$ cat config.mk
export PLATFORM = sky130hd
export DESIGN_NAME = uart_rx_frame
export DESIGN_NICKNAME = d
export VERILOG_FILES = /design/src/rtl/uart_rx_frame.sv
export SDC_FILE = /design/constraint.sdc
export NUM_CORES = 1
export LEC_CHECK = 0
export CELL_PAD_IN_SITES_DETAIL_PLACEMENT = 1
export CELL_PAD_IN_SITES_GLOBAL_PLACEMENT = 1
export CORE_MARGIN = 3
export CORE_UTILIZATION = 51
export CTS_BUF_LIST = sky130_fd_sc_hd__clkbuf_4 sky130_fd_sc_hd__clkbuf_8
export CTS_CLUSTER_DIAMETER = 120
export DETAILED_ROUTE_END_ITERATION = 8
export HOLD_SLACK_MARGIN = 0.1
export PLACE_DENSITY_LB_ADDON = 0.15
export REMOVE_ABC_BUFFERS = 1
export SETUP_SLACK_MARGIN = 0.02
export SYNTH_ARGS = -nofsm -noshare
export SYNTH_HDL_FRONTEND = slang
export SYNTH_SLANG_ARGS = --single-unit
$ cat constraint.sdc
create_clock -name CLK -period 4.5 [get_ports CLK]
set_input_delay 0.675 -clock CLK [delete_from_list [all_inputs] [get_ports CLK]]
set_output_delay 0.675 -clock CLK [all_outputs]
set_load 0.01 [all_outputs]
$ cat src/rtl/uart_rx_frame.sv
// ---------------------------------------------------------------------------
// uart_rx_frame
//   Oversampling UART receiver. Deserialises the RX line (start bit,
//   DATA_WIDTH data bits LSB first, optional parity bit, one stop bit) into
//   a parallel byte. For each frame it raises one of three one-cycle
//   pulses: data_valid, par_err or stp_err.
//
// Ports
//   CLK        oversampling clock, Prescale cycles per bit
//   RST        asynchronous active-low reset
//   RX_IN      serial line, idle high, already synchronised to CLK
//   Prescale   oversampling ratio (8, 16 or 32), captured at start detection
//   PAR_EN     1 = a parity bit follows the data, captured at start detection
//   PAR_TYP    0 = even parity, 1 = odd parity, captured at start detection
//   P_DATA     last correctly received byte; holds between good frames
//   data_valid one-cycle pulse, P_DATA has just been updated
//   par_err    one-cycle pulse, the frame's parity bit did not match
//   stp_err    one-cycle pulse, the stop bit was sampled low
// ---------------------------------------------------------------------------
module uart_rx_frame #(
    parameter int DATA_WIDTH     = 8,
    parameter int PRESCALE_WIDTH = 6
) (
    input  logic                      CLK,
    input  logic                      RST,
    input  logic                      RX_IN,
    input  logic [PRESCALE_WIDTH-1:0] Prescale,
    input  logic                      PAR_EN,
    input  logic                      PAR_TYP,
    output logic [DATA_WIDTH-1:0]     P_DATA,
    output logic                      data_valid,
    output logic                      par_err,
    output logic                      stp_err
);

    localparam int BCW = (DATA_WIDTH > 1) ? $clog2(DATA_WIDTH) : 1;

    typedef enum logic [2:0] {
        IDLE   = 3'd0,
        START  = 3'd1,
        DATA   = 3'd2,
        PARITY = 3'd3,
        STOP   = 3'd4
    } state_t;

    state_t                    state_reg;
    state_t                    state_next;

    logic [PRESCALE_WIDTH-1:0] edge_cnt_reg;
    logic [BCW-1:0]            bit_cnt_reg;
    logic [PRESCALE_WIDTH-1:0] prescale_reg;
    logic                      par_en_reg;
    logic                      par_typ_reg;
    logic [2:0]                samples_reg;
    logic [DATA_WIDTH-1:0]     shift_reg;
    logic                      par_flag_reg;
    logic [DATA_WIDTH-1:0]     p_data_reg;
    logic                      data_valid_reg;
    logic                      par_err_reg;
    logic                      stp_err_reg;

    // Decoded per-cycle strobes
    logic                      start_det;
    logic                      wrap;
    logic                      last_bit;
    logic                      majority;
    logic [PRESCALE_WIDTH-1:0] half;
    logic                      shift_en;
    logic                      par_chk;
    logic                      data_valid_next;
    logic                      par_err_next;
    logic                      stp_err_next;

    // The IDLE cycle that sees the falling edge is edge 0 of the start bit.
    assign start_det = (state_reg == IDLE) && !RX_IN;
    assign wrap      = (state_reg != IDLE) &&
                       (edge_cnt_reg == prescale_reg - PRESCALE_WIDTH'(1));
    assign last_bit  = (bit_cnt_reg == BCW'(DATA_WIDTH - 1));
    assign half      = prescale_reg >> 1;

    // 2-of-3 vote over the samples taken around mid-bit; these are stable
    // from edge P/2+1 onward, so using them at the wrap is safe.
    assign majority  = (samples_reg[0] & samples_reg[1]) |
                       (samples_reg[0] & samples_reg[2]) |
                       (samples_reg[1] & samples_reg[2]);

    // ------------------------------------------------------------------
    // FSM: state register
    // ------------------------------------------------------------------
    always_ff @(posedge CLK or negedge RST) begin
        if (!RST) begin
            state_reg <= IDLE;
        end else begin
            state_reg <= state_next;
        end
    end

    // ------------------------------------------------------------------
    // FSM: next-state logic
    // ------------------------------------------------------------------
    always_comb begin
        state_next = state_reg;
        case (state_reg)
            IDLE: begin
                if (!RX_IN) begin
                    state_next = START;
                end
            end
            START: begin
                // A start bit that votes high was a glitch: drop it silently.
                if (wrap) begin
                    state_next = majority ? IDLE : DATA;
                end
            end
            DATA: begin
                if (wrap && last_bit) begin
                    state_next = par_en_reg ? PARITY : STOP;
                end
            end
            PARITY: begin
                if (wrap) begin
                    state_next = STOP;
                end
            end
            STOP: begin
                if (wrap) begin
                    state_next = IDLE;
                end
            end
            default: state_next = IDLE;
        endcase
    end

    // ------------------------------------------------------------------
    // FSM: output / strobe decode
    // ------------------------------------------------------------------
    always_comb begin
        shift_en        = 1'b0;
        par_chk         = 1'b0;
        data_valid_next = 1'b0;
        par_err_next    = 1'b0;
        stp_err_next    = 1'b0;
        case (state_reg)
            DATA:   shift_en = wrap;
            PARITY: par_chk  = wrap;
            STOP: begin
                if (wrap) begin
                    // Framing error outranks parity error.
                    stp_err_next    = !majority;
                    par_err_next    = majority && par_flag_reg;
                    data_valid_next = majority && !par_flag_reg;
                end
            end
            default: ;
        endcase
    end

    // ------------------------------------------------------------------
    // Edge counter: 0..P-1 in every non-IDLE state.
    // ------------------------------------------------------------------
    always_ff @(posedge CLK or negedge RST) begin
        if (!RST) begin
            edge_cnt_reg <= '0;
        end else if (state_reg == IDLE) begin
            edge_cnt_reg <= start_det ? PRESCALE_WIDTH'(1) : '0;
        end else if (wrap) begin
            edge_cnt_reg <= '0;
        end else begin
            edge_cnt_reg <= edge_cnt_reg + PRESCALE_WIDTH'(1);
        end
    end

    // Configuration is frozen for the duration of a frame.
    always_ff @(posedge CLK or negedge RST) begin
        if (!RST) begin
            prescale_reg <= '0;
            par_en_reg   <= 1'b0;
            par_typ_reg  <= 1'b0;
        end else if (start_det) begin
            prescale_reg <= Prescale;
            par_en_reg   <= PAR_EN;
            par_typ_reg  <= PAR_TYP;
        end
    end

    // Bit counter
    always_ff @(posedge CLK or negedge RST) begin
        if (!RST) begin
            bit_cnt_reg <= '0;
        end else if (start_det) begin
            bit_cnt_reg <= '0;
        end else if (shift_en) begin
            bit_cnt_reg <= last_bit ? '0 : bit_cnt_reg + BCW'(1);
        end
    end

    // Three mid-bit samples at edges P/2-2, P/2-1, P/2.
    generate
        for (genvar gi = 0; gi < 3; gi++) begin : g_sample
            always_ff @(posedge CLK or negedge RST) begin
                if (!RST) begin
                    samples_reg[gi] <= 1'b1;
                end else if ((state_reg != IDLE) &&
                             (edge_cnt_reg == half - PRESCALE_WIDTH'(2) + PRESCALE_WIDTH'(gi))) begin
                    samples_reg[gi] <= RX_IN;
                end
            end
        end
    endgenerate

    // Data bits land directly in their final position (LSB first on the line).
    generate
        for (genvar gi = 0; gi < DATA_WIDTH; gi++) begin : g_shift
            always_ff @(posedge CLK or negedge RST) begin
                if (!RST) begin
                    shift_reg[gi] <= 1'b0;
                end else if (shift_en && (bit_cnt_reg == BCW'(gi))) begin
                    shift_reg[gi] <= majority;
                end
            end
        end
    endgenerate

    // Parity mismatch flag, cleared at every new start edge.
    always_ff @(posedge CLK or negedge RST) begin
        if (!RST) begin
            par_flag_reg <= 1'b0;
        end else if (start_det) begin
            par_flag_reg <= 1'b0;
        end else if (par_chk) begin
            par_flag_reg <= (majority != ((^shift_reg) ^ par_typ_reg));
        end
    end

    // Registered outputs
    always_ff @(posedge CLK or negedge RST) begin
        if (!RST) begin
            p_data_reg     <= '0;
            data_valid_reg <= 1'b0;
            par_err_reg    <= 1'b0;
            stp_err_reg    <= 1'b0;
        end else begin
            data_valid_reg <= data_valid_next;
            par_err_reg    <= par_err_next;
            stp_err_reg    <= stp_err_next;
            if (data_valid_next) begin
                p_data_reg <= shift_reg;
            end
        end
    end

    assign P_DATA     = p_data_reg;
    assign data_valid = data_valid_reg;
    assign par_err    = par_err_reg;
    assign stp_err    = stp_err_reg;

endmodule

==> impl_summary.log, run 1 <==
[metrics] total number of nets in the final design: 298
[metrics] number of buffers inserted by hold repair at cts: 0
[metrics] number of H-tree branching levels: 2
[metrics] IO Pins: 22
[metrics] post-synthesis area per instance: 10.1 um2
[metrics] cts repair resizes: 0
[metrics] leakage power of the design: 1.28 nW
[metrics] ys flop type: sky130_fd_sc_hd__dfrtp_1
[metrics] Via density: 5.62
[metrics] hold wc startpoint: P_DATA[6]$_DFFE_PN0P_
[metrics] utilization after layout: 60.6%
[metrics] DRC violation total after the first TritonRoute iteration: 114
[metrics] actual transition at the worst max-transition pin: 1.01 ns
[metrics] Critical Path Max Stage Delay: 0.79 ns
[metrics] number of nets still failing antenna checks after routing: 0
[metrics] antenna diode count: 0
[metrics] TritonRoute pass-1 iters: 4
[metrics] cell type with the highest aggregate area in the netlist: sky130_fd_sc_hd__dfrtp_1
[metrics] buffers added on ports: 21
[metrics] Post-Synthesis Cells: 262
[metrics] crit path launch: prescale_reg[2]$_DFFE_PN0P_
[metrics] top-count cell post-synth: sky130_fd_sc_hd__dfrtp_1
[metrics] Worst Setup End Kind: register
[metrics] worst min-delay path class: reg -> reg
[metrics] via count: 1922
[metrics] total power after layout: 1.89 mW
[metrics] number of setup violations in the final report: 0
[metrics] CTS clk-pin slew, worst paths: 0.09 ns
[metrics] Clock Root Buffer: sky130_fd_sc_hd__clkbuf_8
[metrics] TritonCTS buffer count: 5
[metrics] worst setup skew after layout: 0.00835 ns
[metrics] Chip Height: 77.9 um
[metrics] startpoint type of the worst setup path: register
[metrics] endpoint required time on the critical path: 4.68 ns
[metrics] number of placement rows: 25
[metrics] run status: complete, no violations
[metrics] time the worst path needs with I/O delays and setup: 2.99 ns
[metrics] Highest Clock Rate: 0.334 GHz
[metrics] CTS tree: yes
[metrics] Reg-to-Reg Start: prescale_reg[2]$_DFFE_PN0P_
[metrics] ratio of cells with drive above 1 in the final layout: 7.27%
[metrics] overall die area: 6070 um2
[metrics] Area contributors post-synth: sky130_fd_sc_hd__dfrtp_1 (38%), sky130_fd_sc_hd__xnor2_1 (8.0%), sky130_fd_sc_hd__mux2_1 (6.8%)
[metrics] pin count of the biggest net entering global routing: 44
[metrics] die boundary width: 77.9 um
[metrics] Largest delay share family, worst path: simple AND/OR/NAND/NOR gates
[metrics] share of the cycle needed by the critical path after routing: 66.5%
[metrics] slew margin rel.: 32.0%
[metrics] Fin Setup TNS: 0 ns
[metrics] buffer depth of the longest clock path: 2
[metrics] vias in the first global route: 2054
[metrics] clock latency of the later-clocked register in the worst-skew pair: 0.30 ns
[metrics] Tot GR Track Use: 23.2%
[metrics] number of pins exceeding their max-slew limit in the final report: 0
[metrics] max-cap viol count: 0
[metrics] final hold violation count: 0
[metrics] commonest cells in the synthesized netlist: sky130_fd_sc_hd__dfrtp_1 (40), sky130_fd_sc_hd__nand2_1 (30), sky130_fd_sc_hd__xnor2_1 (24), sky130_fd_sc_hd__mux2_1 (16), sky130_fd_sc_hd__ha_1 (12)
[metrics] Pwr per Cell Area: 643 nW/um2
[metrics] CP bufs+invs: 1
[metrics] Seq/Total Area, Yosys: 41.0%
[metrics] number of flops mapped to enable cells by yosys: 0
[metrics] global route overflow: 0
[metrics] yosys synthesis warning count: 0
[metrics] crit path DAT: 3.17 ns
[metrics] half-perimeter wire length after detailed placement: 4.66 mm
[metrics] setup repair after global routing missed its margin: no
[metrics] Area growth, synth to finish: 11.5%
[metrics] Slowest cell on crit path: sky130_fd_sc_hd__nor4_4
[metrics] starting density of the core: 54.4%
[metrics] routability cong.: 0.812
[metrics] Wirelength per Cell: 18.7 um
[metrics] Post-synth ARST share: 100%
[metrics] number of DRC violations after detailed routing: 0
[metrics] post-synth cell types: 46
[metrics] initial antenna violation count: 0
[metrics] post-synthesis instance area: 2640 um2
[metrics] cells along the critical path: inv_1, ha_1, nor4b_2, xnor2_1, nor4_4, nand3_1, mux2_1
[metrics] Seq cells post-synth: 43
[metrics] first-pass GRT wire length: 10.8 mm
[metrics] final wirelength: 6.40 mm
[metrics] critical path class: reg -> reg
[metrics] share of the synthesized area in the top cell type: 38.0%
[metrics] maximum fanout along the worst path: 17
[metrics] Worst VDD drop: 0.286 mV
[metrics] Post-CTS Setup Inserts: 0
[metrics] number of clock sinks seen by CTS: 43
[metrics] placeable core region: 4850 um2
-- per-layer routing --
layer	part of all wire [%]	up-vias	wire (um)	track usage, %
met5	0	-	0	0
met4	1.4	0	87	6.47
met3	4.4	8	282	4.06
met2	49	39	3130	39.1
met1	45	951	2890	30.6
li1	-	924	-	-
-- metrics by stage --
| step | hold WS, ns | area [um2] | setup WS, ns | cells |
|---|---|---|---|---|
| after global placement | 0.475 | 2850 | 1.76 | 335 |
| after floorplan | 0.379 | 2560 | 2.01 | 247 |
| final | 0.501 | 2940 | 1.51 | 342 |
| after global routing | 0.523 | 2940 | 1.30 | 342 |
| after detailed placement | 0.486 | 2850 | 1.56 | 335 |
| after CTS | 0.505 | 2940 | 1.51 | 342 |
-- cells in the final DEF, fill, tap and decap left out, types with 2 or more instances in the layout --
cell / count
sky130_fd_sc_hd__dfrtp_1: 40
sky130_fd_sc_hd__nand2_1: 30
sky130_fd_sc_hd__xnor2_1: 24
sky130_fd_sc_hd__clkdlybuf4s50_1: 20
sky130_fd_sc_hd__mux2_1: 16
sky130_fd_sc_hd__ha_1: 12
sky130_fd_sc_hd__nor3_1: 11
sky130_fd_sc_hd__nor2b_1: 10
sky130_fd_sc_hd__xor2_1: 10
sky130_fd_sc_hd__nand3_1: 9
sky130_fd_sc_hd__nor2_1: 9
sky130_fd_sc_hd__inv_1: 8
sky130_fd_sc_hd__nand4_1: 6
sky130_fd_sc_hd__o21ai_0: 6
sky130_fd_sc_hd__clkbuf_8: 6
sky130_fd_sc_hd__nand2b_1: 5
sky130_fd_sc_hd__and3_1: 5
sky130_fd_sc_hd__mux2i_1: 4
sky130_fd_sc_hd__a211oi_1: 4
sky130_fd_sc_hd__mux2_2: 4
sky130_fd_sc_hd__a21oi_1: 3
sky130_fd_sc_hd__and2_1: 3
sky130_fd_sc_hd__dfstp_2: 3
sky130_fd_sc_hd__or3_1: 2
sky130_fd_sc_hd__o21ai_1: 2
sky130_fd_sc_hd__and4_1: 2
sky130_fd_sc_hd__o211ai_1: 2
-- where the power goes --
group          switching (mW)  total, mW  internal (mW)  leakage [nW]
Sequential              0.170      0.659          0.489         0.566
Clock                   0.135      0.255          0.121        0.0470
Combinational           0.578      0.976          0.398         0.671
-- cell type report --
type | instances | area (um2)
clock inverters | 1 | 5.00
flip-flops and latches | 43 | 1080
repair buffers | 21 | 205
multi-input cells | 196 | 1450
well taps | 67 | 83.8
clock buffers | 6 | 82.6
fillers | 552 | 1910
inverters | 8 | 30.0
-- final timing paths --
path / cells after the start / slack, ns / endpoint
max: 7 / 1.51 / bit_cnt_reg[0]$_DFFE_PN0P_
min: 1 / 0.50 / P_DATA[6]$_DFFE_PN0P_
max reg2reg: 7 / 1.51 / bit_cnt_reg[0]$_DFFE_PN0P_
min reg2reg: 1 / 0.50 / P_DATA[6]$_DFFE_PN0P_
max in group asynchronous: 1 / 3.37 / edge_cnt_reg[4]$_DFF_PN0_
min in group asynchronous: 1 / 0.53 / P_DATA[4]$_DFFE_PN0P_
-- cell families after synthesis --
family / after synthesis / share of synthesized area, %
compound gates: 23 / 5.98
xor+xnor: 34 / 11.3
fa+ha+maj: 13 / 6.07
buf+inv: 23 / 3.94
flops: 43 / 41.0
mux: 24 / 10.1
simple gates: 102 / 21.7
Power figures use the tool's default switching activity.
==> run 2: changes to the inputs <==
Settings changed: CORE_UTILIZATION 51 to 43.
Clock period 4.5 ns to 2.4 ns, I/O delays scaled along.
==> run 2 against run 1 <==
Against the previous run: global-route usage is 4.6 points lower; non-clock buffer count grew 16; via count increased by 3.3%; sequential share of layout area fell by 2.2 points; cell count up 6.4%; routed wire length down 2.2%; design area rose by 6.6%; sequential power increased by 73%; power is 110% higher; utilization down 5.8 points; clock power grew 130%; critical endpoint is now samples_reg[1]$_DFFE_PN1P_; largest power group unchanged.
==> impl_summary.log, run 2 (synthesized netlist as in run 1, its figures left out) <==
[metrics] CTS tree: yes
[metrics] utilization after layout: 54.9% (-5.8 points)
[metrics] cells along the critical path: buf_4, nor3_1, xnor2_1, or4b_1, a2111oi_4, mux2_1
[metrics] met2 WL post-DR: 2.82 mm (-10%)
[metrics] number of nets still failing antenna checks after routing: 0 (unchanged)
[metrics] Clock Root Buffer: sky130_fd_sc_hd__clkbuf_8
[metrics] final hold violation count: 0 (unchanged)
[metrics] Worst Setup End Kind: register
[metrics] number of pins exceeding their max-slew limit in the final report: 0 (unchanged)
[metrics] critical path class: reg -> reg
[metrics] Worst VDD drop: 0.671 mV (+130%)
[metrics] run status: complete, no violations
[metrics] starting density of the core: 46.2% (-8.2 points)
[metrics] Via density: 5.46 (-2.9%)
[metrics] Wirelength per Cell: 17.2 um (-8.1%)
[metrics] global route overflow: 0 (unchanged)
[metrics] vias in the first global route: 2121 (+3.3%)
[metrics] number of setup violations in the final report: 0 (unchanged)
[metrics] Final Instance Count excl. Fillers: 364 (+6.4%)
[metrics] worst setup skew after layout: 0.00995 ns (+0.00160 ns)
[metrics] final wirelength: 6.26 mm (-2.2%)
[metrics] leading cell types in the layout, fill and taps excluded: sky130_fd_sc_hd__dfrtp_1 (39), sky130_fd_sc_hd__nand2_1 (30), sky130_fd_sc_hd__xnor2_1 (24), sky130_fd_sc_hd__clkdlybuf4s50_1 (20), sky130_fd_sc_hd__mux2_1 (16)
[metrics] Critical Path Max Stage Delay: 0.55 ns (-0.24 ns)
[metrics] most common cell after layout, fill and taps aside: sky130_fd_sc_hd__dfrtp_1
[metrics] Int Pwr: 2.26 mW (+120%)
[metrics] highest metal layer used by the detailed router: met4
[metrics] first-pass GRT wire length: 10.6 mm (-2.1%)
[metrics] startpoint type of the worst setup path: register
[metrics] max-cap viol count: 0 (unchanged)
[metrics] share of total power in combinational logic: 56.9% (+5.3 points)
[metrics] number of placement rows: 27 (+8.0%)
[metrics] Pwr per Cell Area: 1280 nW/um2 (+98%)
[metrics] worst min-delay path class: in -> async
[metrics] TritonRoute pass-1 iters: 4 (unchanged)
[metrics] buffer depth of the longest clock path: 2 (unchanged)
[metrics] ratio of cells with drive above 1 in the final layout: 14.0% (+6.8 points)
[metrics] leakage power of the design: 1.38 nW (+7.6%)
[metrics] endpoint required time on the critical path: 2.62 ns (-2.06 ns)
[metrics] time the worst path needs with I/O delays and setup: 2.30 ns (-0.688 ns)
[metrics] sequential share of power: 28.5% (-6.4 points)
[metrics] number of clock sinks seen by CTS: 43 (unchanged)
[metrics] actual transition at the worst max-transition pin: 0.899 ns (-0.115 ns)
[metrics] number of H-tree branching levels: 2 (unchanged)
[metrics] DRC violation total after the first TritonRoute iteration: 84 (-26%)
[metrics] Tot GR Track Use: 18.6% (-4.6 points)
[metrics] portion of total power attributed to the clock network: 14.6% (+1.1 points)
[metrics] depth of the worst register-to-register path: 6 (-1)
[metrics] clock latency of the later-clocked register in the worst-skew pair: 0.30 ns (about the same)
[metrics] switching power: 1.73 mW (+96%)
[metrics] half-perimeter wire length after detailed placement: 4.59 mm (-1.3%)
[metrics] buffers added on ports: 21 (unchanged)
[metrics] die boundary width: 84.3 um (+8.2%)
[metrics] IO Pins: 22 (unchanged)
[metrics] Chip Height: 84.3 um (+8.2%)
[metrics] CTS clk-pin slew, worst paths: 0.08 ns (about the same)
[metrics] overall die area: 7110 um2 (+17%)
[metrics] via count: 1986 (+3.3%)
[metrics] total number of nets in the final design: 314 (+5.4%)
[metrics] initial antenna violation count: 0 (unchanged)
[metrics] slew margin rel.: 40.1% (+8.0 points)
[metrics] wire length on met1: 3.14 mm (+8.5%)
[metrics] maximum fanout along the worst path: 8 (-9)
[metrics] number of DRC violations after detailed routing: 0 (unchanged)
[metrics] pin count of the biggest net entering global routing: 42 (-4.5%)
[metrics] Slowest cell on crit path: sky130_fd_sc_hd__or4b_1
[metrics] total of fill cells in the finished design: 625 (+13%)
[metrics] met3 wirelength from detailed routing: 176 um (-38%)
[metrics] placeable core region: 5710 um2 (+18%)
[metrics] Highest Clock Rate: 0.434 GHz (+30%)
[metrics] crit path DAT: 2.53 ns (-0.64 ns)
[metrics] antenna diode count: 0 (unchanged)
[metrics] routability cong.: 0.834 (+2.8%)
[metrics] Area growth, synth to finish: 18.8%
[metrics] switching power share of the total: 43.4% (-3.3 points)
[metrics] TritonCTS buffer count: 5 (unchanged)
[metrics] share of the cycle needed by the critical path after routing: 96.0% (+29 points)
[metrics] setup repair after global routing missed its margin: yes
[metrics] total placed cells including tap cells: 354 (+5.7%)
## run 2: layer usage
metal  global-route usage [%]  vias to the layer above
li1                         -                      959
met1                     25.9                      987
met2                     29.3                       30
met3                     3.43                       10
met4                     5.70                        0
met5                        0                        -
## run 2: metrics by stage
stage / hold slack (ns) / instance area (um2) / worst slack (ns) / total power, mW / TNS, ns
floorplan: 0.0644 / 2560 / -0.0906 / 2.57 / -0.460
global placement: 0.474 / 2980 / 0.142 / 3.24 / 0
CTS: 0.214 / 3100 / 0.0582 / 3.93 / 0
global route: 0.252 / 3130 / 0.00886 / 4.32 / 0
finish: 0.180 / 3130 / 0.0968 / 4.00 / 0
detailed placement: 0.480 / 2980 / 0.0601 / 3.31 / 0
## run 2: area by class of cell
| cell class | count | area [um2] | area share (%) |
|---|---|---|---|
| clock buffers | 7 | 83.8 | 2.68 |
| repair buffers | 37 | 338 | 10.8 |
| flip-flops and latches | 43 | 1080 | 34.5 |
| clock inverters | 1 | 30.0 | 0.959 |
| inverters | 8 | 30.0 | 0.959 |
| well taps | 72 | 90.1 | 2.88 |
| multi-input cells | 196 | 1480 | 47.2 |
## run 2: critical path, delay by kind of cell (launching register included)
kind / cells / cell delay [ns]
AND/OR/NAND/NOR: 2 / 0.79
XOR/XNOR: 1 / 0.15
flip-flops: 1 / 0.39
buffers and inverters: 1 / 0.17
AO/OA/AOI/OAI: 1 / 0.37
multiplexers: 1 / 0.36
## run 2: what timing repair did
action,CTS,global route
pin swaps,0,1
endpoints found under the setup margin,1,12
gates resized for setup,1,5
hold buffers,0,0
setup buffers,0,2
gates cloned,0,0
## run 2: final timing paths
check                                       startpoint                          to  slack (ns)
min in group CLK                 P_DATA[3]$_DFFE_PN0P_       P_DATA[3]$_DFFE_PN0P_        0.50
min                                                RST    shift_reg[6]$_DFFE_PN0P_        0.18
max                        prescale_reg[2]$_DFFE_PN0P_  samples_reg[1]$_DFFE_PN1P_         0.1
max reg2reg                prescale_reg[2]$_DFFE_PN0P_  samples_reg[1]$_DFFE_PN1P_         0.1
max in group asynchronous                          RST  samples_reg[1]$_DFFE_PN1P_        1.54
min reg2reg                      P_DATA[3]$_DFFE_PN0P_       P_DATA[3]$_DFFE_PN0P_        0.50
## run 2: power by group through the flow
stage | sequential, mW | combinational [mW] | clock, mW
after CTS | 1.14 | 2.19 | 0.596
after detailed placement | 1.15 | 2.16 | 0
after global routing | 1.18 | 2.51 | 0.633
final | 1.14 | 2.27 | 0.584
after global placement | 1.13 | 2.10 | 0
after floorplan | 1.14 | 1.43 | 0
==> run 3: changes to the inputs <==
Settings changed: REMOVE_ABC_BUFFERS 1 to not set, SLEW_MARGIN set to 20.
==> run 3 against run 2 <==
Against the previous run: design area up 0.24%; routed wire length up 1.6%; power up 1.8%; utilization up 0.13 points; die area unchanged; via count up 2.4%; clock power up 2%; count of clock-buffer cells in the layout down 1; critical path depth unchanged; sequential cell count unchanged; hold slack worse by 0.0052 ns.
==> impl_summary.log, run 3 (synthesized netlist as in run 1, its figures left out) <==
[metrics] Tot GR Track Use: 18.4% (-0.15 points)
[metrics] Highest Clock Rate: 0.434 GHz (about the same)
[metrics] Clock Root Buffer: sky130_fd_sc_hd__clkbuf_8
[metrics] actual transition at the worst max-transition pin: 0.899 ns (+0.0000495 ns)
[metrics] Area growth, synth to finish: 19.1%
[metrics] number of buffers inserted by hold repair at cts: 0 (unchanged)
[metrics] vias in the first global route: 2078 (-2.0%)
[metrics] routability cong.: 0.839 (+0.56%)
[metrics] number of DRC violations after detailed routing: 0 (unchanged)
[metrics] share of the cycle needed by the critical path after routing: 96.0% (about the same)
[metrics] Via density: 5.53 (+1.3%)
[metrics] Critical Path Max Stage Delay: 0.52 ns (-0.03 ns)
[metrics] final hold violation count: 0 (unchanged)
[metrics] final wirelength: 6.36 mm (+1.6%)
[metrics] CTS tree: yes
[metrics] number of nets still failing antenna checks after routing: 0 (unchanged)
[metrics] DRC violation total after the first TritonRoute iteration: 125 (+49%)
[metrics] slew margin rel.: 40.1% (about the same)
[metrics] setup repair after global routing missed its margin: no
[metrics] die boundary width: 84.3 um (unchanged)
[metrics] half-perimeter wire length after detailed placement: 4.56 mm (-0.69%)
[metrics] starting density of the core: 46.2% (unchanged)
[metrics] total of fill cells in the finished design: 633 (+1.3%)
[metrics] Slowest cell on crit path: sky130_fd_sc_hd__or4b_1
[metrics] number of setup violations in the final report: 0 (unchanged)
[metrics] leakage power of the design: 1.40 nW (+1.5%)
[metrics] maximum fanout along the worst path: 8 (unchanged)
[metrics] worst min-delay path class: in -> async
[metrics] number of placement rows: 27 (unchanged)
[metrics] Pwr per Cell Area: 1300 nW/um2 (+1.5%)
[metrics] number of pins exceeding their max-slew limit in the final report: 0 (unchanged)
[metrics] Worst Setup End Kind: register
[metrics] total placed cells including tap cells: 355 (+0.28%)
[metrics] clock latency of the later-clocked register in the worst-skew pair: 0.30 ns (about the same)
[metrics] Critical R2R Capture: samples_reg[1]$_DFFE_PN1P_
[metrics] IO Pins: 22 (unchanged)
[metrics] run status: complete, no violations
[metrics] leading cell types in the layout, fill and taps excluded: sky130_fd_sc_hd__dfrtp_1 (39), sky130_fd_sc_hd__nand2_1 (30), sky130_fd_sc_hd__xnor2_1 (24), sky130_fd_sc_hd__clkdlybuf4s50_1 (20), sky130_fd_sc_hd__buf_4 (18)
[metrics] Placed Instance Area: 2970 um2 (-0.17%)
[metrics] time the worst path needs with I/O delays and setup: 2.30 ns (-0.000391 ns)
[metrics] Fin Setup TNS: 0 ns (unchanged)
[metrics] global route overflow: 0 (unchanged)
[metrics] antenna diode count: 0 (unchanged)
[metrics] total non-filler cell area in the finished layout: 3140 um2 (+0.24%)
[metrics] critical path class: reg -> reg
[metrics] Final Instance Count excl. Fillers: 368 (+1.1%)
[metrics] Wirelength per Cell: 17.3 um (+0.48%)
[metrics] buffer depth of the longest clock path: 2 (unchanged)
[metrics] first-pass GRT wire length: 10.6 mm (-0.33%)
[metrics] number of clock sinks seen by CTS: 43 (unchanged)
[metrics] placeable core region: 5710 um2 (unchanged)
[metrics] total number of nets in the final design: 318 (+1.3%)
[metrics] TritonRoute pass-1 iters: 4 (unchanged)
[metrics] buffers added on ports: 21 (unchanged)
[metrics] number of H-tree branching levels: 2 (unchanged)
[metrics] Worst VDD drop: 0.599 mV (-11%)
[metrics] CTS clk-pin slew, worst paths: 0.09 ns (about the same)
[metrics] ratio of cells with drive above 1 in the final layout: 14.9% (+0.82 points)
[metrics] Reg-to-Reg Start: prescale_reg[2]$_DFFE_PN0P_
[metrics] overall die area: 7110 um2 (unchanged)
[metrics] Chip Height: 84.3 um (unchanged)
[metrics] startpoint type of the worst setup path: register
[metrics] cells along the critical path: buf_4, nor3_1, xnor2_1, or4b_1, a2111oi_2, mux2_1
[metrics] endpoint required time on the critical path: 2.64 ns (+0.02 ns)
[metrics] max-cap viol count: 0 (unchanged)
[metrics] worst setup skew after layout: 0.00963 ns (-0.000320 ns)
[metrics] reg-to-reg setup timing slack: 0.1 ns (about the same)
[metrics] depth of the worst register-to-register path: 6 (unchanged)
[metrics] synthesized netlist net count: 285
[metrics] most common cell after layout, fill and taps aside: sky130_fd_sc_hd__dfrtp_1
[metrics] initial antenna violation count: 0 (unchanged)
[metrics] TritonCTS buffer count: 5 (unchanged)
[metrics] pin count of the biggest net entering global routing: 42 (unchanged)
[metrics] crit path DAT: 2.54 ns (about the same)
[metrics] via count: 2034 (+2.4%)
run 3: changes by cell type in the layout (fill, tap and decap cells not counted), sizes merged:
cell and change:
clkbuf -1, buf +4, clkinv +1
run 3: worst max-delay path by stage:
stage,start,cells past startpoint,slack [ns],to
6_report,prescale_reg[2]$_DFFE_PN0P_,6,0.1,samples_reg[1]$_DFFE_PN1P_
5_1_grt,prescale_reg[2]$_DFFE_PN0P_,6,0.02,samples_reg[1]$_DFFE_PN1P_
4_1_cts,prescale_reg[2]$_DFFE_PN0P_,6,0.03,samples_reg[1]$_DFFE_PN1P_
3_5_place_dp,prescale_reg[2]$_DFFE_PN0P_,6,0.04,samples_reg[1]$_DFFE_PN1P_
3_3_place_gp,prescale_reg[2]$_DFFE_PN0P_,6,0.14,samples_reg[1]$_DFFE_PN1P_
2_1_floorplan,prescale_reg[2]$_DFFE_PN0P_,7,0.10,samples_reg[1]$_DFFE_PN1P_
run 3: report_power, final:
group / switching, mW / total (mW) / internal [mW] / leakage, nW
combinational: 1.28 / 2.33 / 1.04 / 0.777
clock: 0.260 / 0.597 / 0.337 / 0.0612
sequential: 0.224 / 1.14 / 0.919 / 0.565
run 3: cell type report:
| cell class | instances | area, um2 | area share [%] |
|---|---|---|---|
| multi-input cells | 196 | 1460 | 46.6 |
| inverters | 8 | 30.0 | 0.957 |
| clock inverters | 2 | 35.0 | 1.12 |
| clock buffers | 6 | 82.6 | 2.63 |
| flip-flops and latches | 43 | 1080 | 34.4 |
| well taps | 72 | 90.1 | 2.87 |
| repair buffers | 41 | 357 | 11.4 |
run 3: critical path: cells and delay by family (launching register included):
kind / cells / cell delay, ns
xor gates and xnor gates: 1 / 0.16
DFF: 1 / 0.40
muxes: 1 / 0.36
AOI/OAI and AO/OA: 1 / 0.40
buffers and inverters: 1 / 0.18
and+or+nand+nor: 2 / 0.75
run 3: through the flow:
step	power [mW]	worst slack [ns]	hold WS (ns)	utilization, %
final	4.07	0.0972	0.175	55.0
after global routing	4.40	0.0231	0.256	55.0
after CTS	3.96	0.0293	0.223	54.3
after detailed placement	3.29	0.0385	0.485	52.0
after global placement	3.21	0.136	0.475	52.0
after floorplan	2.69	0.101	0.0644	-
run 3: metal layers:
| layer | up-vias | wire length (um) | track usage, % |
|---|---|---|---|
| met4 | 0 | 63 | 5.26 |
| met2 | 35 | 3010 | 29.3 |
| li1 | 964 | - | - |
| met3 | 8 | 188 | 3.24 |
| met1 | 1027 | 3090 | 25.8 |
| met5 | - | 0 | 0 |
run 3: what timing repair did:
item                                    CTS  global route
endpoints found under the setup margin    5            13
pin swaps                                 0             1
cloned                                    0             1
gates resized for setup                   2             3
setup buffers                             0             4
